===== config.mk =====
export PLATFORM = sky130hd
export DESIGN_NAME = apple_spawn_ctrl
export DESIGN_NICKNAME = d
export VERILOG_FILES = /design/src/rtl/apple_spawn_ctrl.sv
export SDC_FILE = /design/constraint.sdc
export NUM_CORES = 1
export LEC_CHECK = 0
export ABC_AREA = 0
export CELL_PAD_IN_SITES_DETAIL_PLACEMENT = 0
export CELL_PAD_IN_SITES_GLOBAL_PLACEMENT = 2
export CORE_MARGIN = 3
export CORE_UTILIZATION = 28
export DETAILED_ROUTE_END_ITERATION = 7
export PLACE_DENSITY_LB_ADDON = 0.1
export REMOVE_ABC_BUFFERS = 1
export SLEW_MARGIN = 20
export SYNTH_ARGS = -nofsm -noshare
export SYNTH_HDL_FRONTEND = slang
export SYNTH_SLANG_ARGS = --single-unit

===== constraint.sdc =====
create_clock -name VGA_clk -period 4.52 [get_ports VGA_clk]
set_input_delay 0.904 -clock VGA_clk [delete_from_list [all_inputs] [get_ports VGA_clk]]
set_output_delay 0.904 -clock VGA_clk [all_outputs]
set_load 0.02 [all_outputs]

===== src/rtl/apple_spawn_ctrl.sv =====
// Apple placement sequencer: draws random candidates, checks them against the
// snake occupancy checker, and commits a free cell (or a fallback) as the apple.
module apple_spawn_ctrl #(
    parameter int MAX_X      = 630,
    parameter int MAX_Y      = 470,
    parameter int MAX_RETRY  = 15,
    parameter int FALLBACK_X = 320,
    parameter int FALLBACK_Y = 240,
    parameter int SCORE_W    = 8
) (
    input  logic               VGA_clk,
    input  logic               reset,
    input  logic               start,
    input  logic               eaten,
    input  logic [9:0]         rand_X,
    input  logic [8:0]         rand_Y,
    output logic               occ_req,
    output logic [9:0]         occ_x,
    output logic [8:0]         occ_y,
    input  logic               occ_ack,
    input  logic               occ_hit,
    output logic [9:0]         appleX,
    output logic [8:0]         appleY,
    output logic               apple_valid,
    output logic [SCORE_W-1:0] score,
    output logic               spawn_fail
);

    localparam int RW = $clog2(MAX_RETRY + 1);
    localparam logic [9:0]    LIM_X      = 10'(MAX_X);
    localparam logic [8:0]    LIM_Y      = 9'(MAX_Y);
    localparam logic [9:0]    FB_X       = 10'(FALLBACK_X);
    localparam logic [8:0]    FB_Y       = 9'(FALLBACK_Y);
    localparam logic [RW-1:0] RETRY_LAST = RW'(MAX_RETRY - 1);

    typedef enum logic [1:0] {
        IDLE,
        SAMPLE,
        QUERY,
        ACTIVE
    } state_t;

    state_t             state, state_n;
    logic [9:0]         cand_x, cand_x_n;
    logic [8:0]         cand_y, cand_y_n;
    logic [RW-1:0]      retry, retry_n;
    logic [9:0]         ax, ax_n;
    logic [8:0]         ay, ay_n;
    logic               valid, valid_n;
    logic [SCORE_W-1:0] score_q, score_n;
    logic               fail, fail_n;
    logic               req_q;
    logic               reject;

    always_ff @(posedge VGA_clk) begin
        if (reset) begin
            state   <= IDLE;
            cand_x  <= '0;
            cand_y  <= '0;
            retry   <= '0;
            ax      <= FB_X;
            ay      <= FB_Y;
            valid   <= 1'b0;
            score_q <= '0;
            fail    <= 1'b0;
            req_q   <= 1'b0;
        end else begin
            state   <= state_n;
            cand_x  <= cand_x_n;
            cand_y  <= cand_y_n;
            retry   <= retry_n;
            ax      <= ax_n;
            ay      <= ay_n;
            valid   <= valid_n;
            score_q <= score_n;
            fail    <= fail_n;
            req_q   <= (state_n == QUERY);
        end
    end

    always_comb begin
        state_n  = state;
        cand_x_n = cand_x;
        cand_y_n = cand_y;
        retry_n  = retry;
        ax_n     = ax;
        ay_n     = ay;
        valid_n  = valid;
        score_n  = score_q;
        fail_n   = 1'b0;
        reject   = 1'b0;

        if (!start) begin
            state_n = IDLE;
            valid_n = 1'b0;
            retry_n = '0;
        end else begin
            unique case (state)
                IDLE: state_n = SAMPLE;
                SAMPLE: begin
                    cand_x_n = rand_X;
                    cand_y_n = rand_Y;
                    if (rand_X > LIM_X || rand_Y > LIM_Y) reject = 1'b1;
                    else state_n = QUERY;
                end
                QUERY: begin
                    if (occ_ack) begin
                        if (occ_hit) begin
                            reject = 1'b1;
                        end else begin
                            ax_n    = cand_x;
                            ay_n    = cand_y;
                            valid_n = 1'b1;
                            retry_n = '0;
                            state_n = ACTIVE;
                        end
                    end
                end
                ACTIVE: begin
                    if (eaten) begin
                        if (score_q != '1) score_n = score_q + 1'b1;
                        valid_n = 1'b0;
                        state_n = SAMPLE;
                    end
                end
                default: state_n = IDLE;
            endcase

            // Last allowed rejection places the apple at the fixed fallback cell
            if (reject) begin
                if (retry == RETRY_LAST) begin
                    ax_n    = FB_X;
                    ay_n    = FB_Y;
                    valid_n = 1'b1;
                    fail_n  = 1'b1;
                    retry_n = '0;
                    state_n = ACTIVE;
                end else begin
                    retry_n = retry + 1'b1;
                    state_n = SAMPLE;
                end
            end
        end
    end

    assign occ_req     = req_q;
    assign occ_x       = cand_x;
    assign occ_y       = cand_y;
    assign appleX      = ax;
    assign appleY      = ay;
    assign apple_valid = valid;
    assign score       = score_q;
    assign spawn_fail  = fail;

endmodule

==> results.toml, run 1 <==
[sta]
drv_slew = 0
worst_slew_pin_slew_ns = 0.762
max_freq_mhz = 353
setup_viol = 0
setup_tns_ns = 0
finalClockSkew_ns = 0.0132
final.min_clock_period_ns = 2.83
rsz0062_at_grt = "false"
timing.final.ws_setup_ns = 1.69
relSlewSlack = 0.490
fin_crit_sh = 0.626
finalHoldViolations = 0

[min_path]
holdPathStages = 2
worstHoldStart = "occ_y[0]"
min_to = "occ_y[0]"
hold_path.class = "reg -> reg"

[critical_path]
critPathArrivalTime_ns = 3.08
crit_slowest_cell = "o31ai_4"
r2r_start = "state[0]"
crit_buf_inv = 1
crit_fanout = 16
endpoint_kind = "register"
crit_chain = "clkdlybuf4s50_1 -> a31oi_1 -> o21ai_2 -> o31ai_4 -> o21a_1 -> a22o_1"
critPathMaxStageDelay_ns = 0.54
critPathRequiredTime_ns = 4.77
r2r_slack_ns = 2.16
critical-path-top-delay-family = "compound AO/OA/AOI/OAI gates"
critPathLaunchType = "input port"
r2r_cells = 6
timing.rr.end = "appleX[1]"
path_class = "in -> reg"

[pwr]
ir_worst_vdd_mv = 0.130
cellPowerDensity_nw_per_um2 = 286
power.leakage_uw = 0.00107

[detailed_routing]
drtIter0Drc = 49
drt_wl_total_um = 6030
route.detailed.drc = 0
vias_per_cell = 4.78
via_count = 1974
first_pass_iters = 4
avgRoutedWirePerCell_um = 14.6
ant_nets = 0

[place]
dp_hpwl_um = 4290
portBuffers = 73
gp_congestion = 0.825
post-place-ws_ns = 1.34
placed_cell_area_um2 = 3040

[cts]
clk_latency_ns = 0.31
clk_pin_slew_ns = 0.10
hold_buffers = 0
cts_resized = 0
clock-sinks = 55
ctsHtreeMaxLevel = 2
cts_tree = "done"
cts_made_buffers = 5
cts.path.max_buffers = 2
post_cts_buffers = 0
root_buffer = "clkbuf_8"

[final_layout]
diodes = 0
area_delta_synth_final_pct = 41.9
fin_area_um2 = 3150
nNetsFinal = 345
utilization = 0.423
layout-drive-gt1-share = 0.0478
filler_cell_count = 779
final-seq-area_um2 = 1100
multiInputGateArea_um2 = 1050

[grt]
grt_first_pass_wirelength_um = 9590
antenna_found_initial = 0
grt_pass1_vias = 1945
track_usage = 0.136
grtUsageMet1 = 0.178
grt_most_used_layer = "met2"
groute.layer.met2.usage = 0.225
grt_use_met3 = 0.0303
grt_overflow = 0
grt_max_degree = 30

[logic_synthesis]
synth_area_um2 = 2220
yosys_warnings = 0
synth.avg_cell_area_um2 = 9.16
synth-main-ff-cell = "dfxtp_1"
ys_seq_area_frac = 0.497
synth.ff_latch_count = 55
synthArstFlopShare = 0
synth_edf_count = 0
synthesis.instances = 242
synth_cell_types = 40

[status]
status = "finished clean"

[floorplan]
die_x_um = 95.0
die_h_um = 95.0
core_um2 = 7450
num_rows = 31
ios = 74
initial_utilization = 0.298
die_area_um2 = 9020

[run]
maxCapViolCount = 0
## placed cells by master, fill, tap and decap left out, types with 5 or more instances in the layout
master            n
nand2_1          44
dfxtp_1          55
ha_1              7
nor2_1           13
clkdlybuf4s50_1  73
a21oi_1          29
nand3_1          10
o22a_1            6
clkbuf_8          5
nand4_1           5
inv_1             5
a22o_1           13
## metrics by stage
| stage | power, uW | hold WS [ns] | instances |
|---|---|---|---|
| final | 901 | 0.479 | 413 |
| after global routing | 943 | 0.498 | 413 |
| after CTS | 917 | 0.484 | 413 |
| after detailed placement | 585 | 0.464 | 405 |
| after global placement | 585 | 0.459 | 405 |
| after floorplan | 535 | 0.475 | 232 |
## layout make-up
type,instances,share of cell area
sequential,55,0.350
tap,99,0.0394
inverter,5,0.00596
clock buffer,6,0.0231
clock inverter,2,0.0123
timing repair buffer,74,0.235
multi-input combinational,172,0.335
## layer usage
metal | share of wire | vias up
met5 | 0 | -
met4 | 0.0075 | 0
met3 | 0.056 | 4
met2 | 0.46 | 49
met1 | 0.47 | 920
li1 | - | 1001
## report_power, final
group	switching [uW]	internal (uW)	total (uW)
sequential	4.97	490	495
clock	161	168	329
combinational	40.2	36.9	77.1
## cell families after synthesis
logic type      synth area share
simple gates               0.192
compound gates             0.215
flops                      0.497
buf+inv                   0.0282
fa+ha+maj                 0.0395
xor+xnor                  0.0237
mux                      0.00451
## worst min-delay path: stages, from the launching register on
cell and delay (ns):
dfxtp_1 0.33, nand2_1 0.05, a21oi_1 0.05
## Yosys cell counts, types with 2 or more instances
master / instances / share of area
a21oi_1: 29 / 0.065
a22o_1: 13 / 0.051
a31oi_1: 3 / 0.0085
and3_1: 3 / 0.0085
buf_1: 2 / 0.0034
buf_2: 2 / 0.0045
clkbuf_1: 5 / 0.0085
dfxtp_1: 55 / 0.50
ha_1: 7 / 0.040
inv_1: 5 / 0.0085
nand2_1: 44 / 0.074
nand2b_1: 4 / 0.011
nand3_1: 10 / 0.023
nand4_1: 5 / 0.014
nor2_1: 13 / 0.022
o21a_1: 2 / 0.0068
o21ai_0: 4 / 0.0090
o21ai_1: 2 / 0.0045
o22a_1: 6 / 0.024
o22ai_1: 2 / 0.0056
or3_1: 3 / 0.0085
xnor2_1: 2 / 0.0079
xor2_1: 4 / 0.016
## worst max-delay path by stage
stage / from / to / slack, ns / depth (start not counted)
final: rand_X[0] / appleX[1] / 1.69 / 6
after global routing: rand_X[0] / appleX[9] / 1.49 / 6
after CTS: rand_X[0] / appleX[1] / 1.66 / 6
after detailed placement: rand_X[0] / appleX[1] / 1.34 / 6
after global placement: rand_X[0] / appleX[2] / 1.41 / 6
after floorplan: rand_X[2] / appleX[0] / 2.27 / 5
## registers in the layout, indices dropped and copies added, names as in the netlist
name / flops
occ_y: 9
occ_req: 1
score: 8
occ_x: 10
appleX: 10
spawn_fail: 1
apple_valid: 1
retry: 4
state: 2
appleY: 9
(Power assumes the default switching activity.)
==> run 2, diff against run 1 <==
- CORE_UTILIZATION: 28 -> 26
- clock period: 4.52 -> 2.8 ns (I/O delays scaled with it)
==> run 2 against run 1 <==
- first-iteration DRC count up 12%
- final cell count increased by 3.6%
- routed wire length is 1.9% higher
- clock-buffer cell count unchanged
- combinational power is 74% higher
- largest cell class unchanged
- highest routed layer unchanged
==> results.toml, run 2 (synthesis results as in run 1) <==
[detailed_routing]
via_count = 2014
avgRoutedWirePerCell_um = 14.4
drtIter0Drc = 55
vias_per_cell = 4.71
drt_wl_total_um = 6150
ant_nets = 0
route.detailed.drc = 0
first_pass_iters = 4

[sta]
setup_viol = 0
relSlewSlack = 0.716
setup_tns_ns = 0
drv_slew = 0
finalClockSkew_ns = 0.0114
rsz0062_at_grt = "false"
max_freq_mhz = 465
final.min_clock_period_ns = 2.15
fin_crit_sh = 0.768
finalHoldViolations = 0
worst_slew_pin_slew_ns = 0.423

[floorplan]
initial_utilization = 0.268
die_x_um = 98.3
die_h_um = 98.3
num_rows = 33
die_area_um2 = 9670
core_um2 = 8260
ios = 74

[critical_path]
path_class = "in -> reg"
critical-path-top-delay-family = "simple AND/OR/NAND/NOR gates"
crit_buf_inv = 1
critPathMaxStageDelay_ns = 0.55
crit_fanout = 10
endpoint_kind = "register"
critPathLaunchType = "input port"
critPathRequiredTime_ns = 3.03
critPathArrivalTime_ns = 2.38
crit_chain = "clkdlybuf4s50_1 -> nand4_1 -> a21oi_2 -> o31ai_4 -> or4b_1 -> a31oi_1"
crit_slowest_cell = "clkdlybuf4s50_1"

[cts]
ctsHtreeMaxLevel = 2
clk_pin_slew_ns = 0.10
cts.path.max_buffers = 2
cts_made_buffers = 5
hold_buffers = 0
root_buffer = "clkbuf_8"
clk_latency_ns = 0.31
post_cts_buffers = 0
cts_tree = "done"
cts_resized = 0
clock-sinks = 55

[place]
portBuffers = 73
dp_cells = 420
dp_hpwl_um = 4550
gp_congestion = 0.819

[final_layout]
mostFrequentLayoutCells = "clkdlybuf4s50_1, dfxtp_1, nand2_1, a21oi_1"
area_delta_synth_final_pct = 45.4
utilization = 0.390
nNetsFinal = 354
final-instance-count-excl-fill = 428
final_common_cell = "clkdlybuf4s50_1"
diodes = 0
layout-drive-gt1-share = 0.0743
filler_cell_count = 866

[grt]
grt_first_pass_wirelength_um = 10100
grt_overflow = 0
track_usage = 0.129
antenna_found_initial = 0
grt_max_degree = 23
grt_pass1_vias = 2015

[status]
status = "finished clean"

[min_path]
hold_path.class = "reg -> reg"

[pwr]
cellPowerDensity_nw_per_um2 = 430
ir_worst_vdd_mv = 0.195
power.leakage_uw = 0.00111

[run]
maxCapViolCount = 0
-- run 2: cell types whose count changed in the layout (fill, tap and decap cells not counted), sizes merged --
cell	change
bufinv	-1
buf	+9
clkinvlp	+1
-- run 2: area by class of cell --
cell class	count	area [um2]	share of cell area
Sequential cell	55	1100	0.341
Multi-Input combinational cell	172	1050	0.327
Timing Repair Buffer	83	831	0.258
Tap cell	105	131	0.0407
Clock buffer	6	72.6	0.0225
Inverter	5	18.8	0.00582
Clock inverter	2	16.3	0.00504
-- run 2: power breakdown --
| group | total (uW) | switching (uW) | internal (uW) | leakage [uW] |
|---|---|---|---|---|
| Clock | 452 | 271 | 181 | 0.0000418 |
| Sequential | 800 | 8.01 | 792 | 0.000444 |
| Combinational | 134 | 67.5 | 66.9 | 0.000623 |
-- run 2: final timing paths --
kind,cells after the start,slack (ns),startpoint,end
worst max-delay path,6,0.65,rand_Y[4],retry[2]
worst min-delay path,2,0.47,occ_y[1],occ_y[1]
worst max register to register,6,0.76,state[0],appleY[5]
worst min register to register,2,0.47,occ_y[1],occ_y[1]
-- run 2: stage by stage --
| step | setup slack, ns | total power (uW) | hold WS [ns] | instance area (um2) |
|---|---|---|---|---|
| 2_1_floorplan | 0.867 | 864 | 0.475 | 2170 |
| 3_3_place_gp | 0.324 | 955 | 0.459 | 3140 |
| 3_5_place_dp | 0.304 | 954 | 0.465 | 3140 |
| 4_1_cts | 0.608 | 1420 | 0.481 | 3220 |
| 5_1_grt | 0.436 | 1460 | 0.498 | 3220 |
| 6_report | 0.650 | 1390 | 0.474 | 3220 |
-- run 2: metal layers --
layer | vias up | track usage | routed length (um)
met1 | 939 | 0.171 | 2920
met5 | - | 0 | 0
met2 | 56 | 0.209 | 2830
met3 | 4 | 0.0300 | 346
met4 | 0 | 0.0347 | 51
li1 | 1015 | - | -
-- run 2: worst register-to-register path: cells and delay by family (launching register included) --
| kind | cells | cell delay [ns] |
|---|---|---|
| buffers and inverters | 1 | 0.10 |
| AO/OA/AOI/OAI | 3 | 0.94 |
| adder cells (fa/ha/maj) | 1 | 0.28 |
| flip-flops | 1 | 0.40 |
| AND/OR/NAND/NOR | 1 | 0.23 |
==> run 3, diff against run 2 <==
- clock period: 2.8 -> 2.2 ns (I/O delays scaled with it)
==> run 3 against run 2 <==
- cell area is 2.1% higher
- largest power group unchanged
- sequential share of layout area is 0.69 points lower
- die area stayed put
==> results.toml, run 3 (synthesis results as in run 1) <==
[sta]
drv_slew = 0
rsz0062_at_grt = "false"
setup_tns_ns = 0
timing.final.ws_setup_ns = 0.150
max_freq_mhz = 488
finalClockSkew_ns = 0.0118
finalHoldViolations = 0
worst_slew_pin_slew_ns = 0.476
final.min_clock_period_ns = 2.05
relSlewSlack = 0.681
setup_viol = 0
fin_crit_sh = 0.932

[cts]
root_buffer = "clkbuf_8"
hold_buffers = 0
clk_pin_slew_ns = 0.10
cts_tree = "done"
cts.path.max_buffers = 2
cts_made_buffers = 5
cts_resized = 0
ctsHtreeMaxLevel = 2
clk_latency_ns = 0.31
clock-sinks = 55
post_cts_buffers = 0

[detailed_routing]
avgRoutedWirePerCell_um = 14.1
drtIter0Drc = 52
vias_per_cell = 4.66
first_pass_iters = 4
ant_nets = 0
drt_wl_total_um = 6140
route.detailed.drc = 0
via_count = 2025

[place]
portBuffers = 73
gp_congestion = 0.866
post-place-ws_ns = -0.210
dp_hpwl_um = 4600
dp_cells = 427

[critical_path]
r2r_cells = 6
crit_slowest_cell = "clkdlybuf4s50_1"
crit_fanout = 10
r2r_start = "state[0]"
crit_chain = "clkdlybuf4s50_1 -> a31oi_1 -> o21ai_2 -> o31ai_4 -> o21ai_1 -> o22a_1"
endpoint_kind = "register"
critPathArrivalTime_ns = 2.27
timing.rr.end = "appleX[8]"
critPathLaunchType = "input port"
path_class = "in -> reg"
r2r_slack_ns = 0.24
critPathMaxStageDelay_ns = 0.44
critPathRequiredTime_ns = 2.42

[min_path]
holdPathStages = 2
hold_path.class = "reg -> reg"
min_to = "occ_y[1]"
worstHoldStart = "occ_y[1]"

[run]
maxCapViolCount = 0

[floorplan]
die_h_um = 98.3
num_rows = 33
ios = 74
die_area_um2 = 9670
die_x_um = 98.3
core_um2 = 8260
initial_utilization = 0.268

[grt]
track_usage = 0.129
grt_first_pass_wirelength_um = 10200
grt_pass1_vias = 1952
antenna_found_initial = 0
grt_overflow = 0
grt_max_degree = 26

[final_layout]
filler_cell_count = 868
layout-drive-gt1-share = 0.0939
diodes = 0
mostFrequentLayoutCells = "clkdlybuf4s50_1, dfxtp_1, nand2_1, a21oi_1, buf_4"
final_common_cell = "clkdlybuf4s50_1"
nNetsFinal = 361
final-instance-count-excl-fill = 435
area_delta_synth_final_pct = 48.4
multiInputGateArea_um2 = 1050
final-seq-area_um2 = 1100

[pwr]
p_total_uw = 1770
ir_worst_vdd_mv = 0.223
cellPowerDensity_nw_per_um2 = 538
power.leakage_uw = 0.00115

[status]
status = "finished clean"
## run 3: cell types whose count changed in the layout (fill, tap and decap cells not counted), sizes merged
cell      delta
buf          +7
clkinv       +2
clkinvlp     -1
inv          -1
## run 3: how the worst max path moves through the flow
stage | start | end | slack [ns]
final | rand_X[2] | appleX[8] | 0.15
after global routing | rand_X[2] | appleX[8] | 0.07
after CTS | rand_X[2] | appleX[8] | 0.14
after detailed placement | rand_X[2] | appleX[8] | -0.21
after global placement | rand_X[2] | appleX[6] | -0.15
after floorplan | state[0] | appleX[0] | 0.27
## run 3: final cells by class
class / count / area share
flip-flops and latches: 55 / 0.335
clock inverters: 2 / 0.00532
repair buffers: 90 / 0.272
well taps: 105 / 0.0399
clock buffers: 6 / 0.0221
multi-input cells: 172 / 0.320
inverters: 5 / 0.00570
## run 3: worst max-delay path, delay by kind of cell
kind | cells | cell delay, ns
AOI/OAI and AO/OA | 5 | 1.38
buffers and inverters | 1 | 0.44
## run 3: layer usage
layer | track usage | wire length [um] | vias to the layer above
met5 | 0 | 0 | -
met4 | 0.0410 | 68 | 0
met3 | 0.0293 | 292 | 8
met2 | 0.196 | 2780 | 50
met1 | 0.182 | 3000 | 936
li1 | - | - | 1031
## run 3: metrics by stage
step	hold slack (ns)	instance area, um2	util
2_1_floorplan	0.475	2170	-
3_3_place_gp	0.461	3200	0.388
3_5_place_dp	0.462	3200	0.388
4_1_cts	0.477	3290	0.398
5_1_grt	0.500	3290	0.398
6_report	0.472	3290	0.398
## run 3: report_power, final
part           switching [uW]  internal, uW  total (uW)  leakage [uW]
clock                     345           230         575     0.0000454
combinational            86.8          91.4         178      0.000661
sequential               10.1          1010        1020      0.000444
total                     442          1330        1770       0.00115
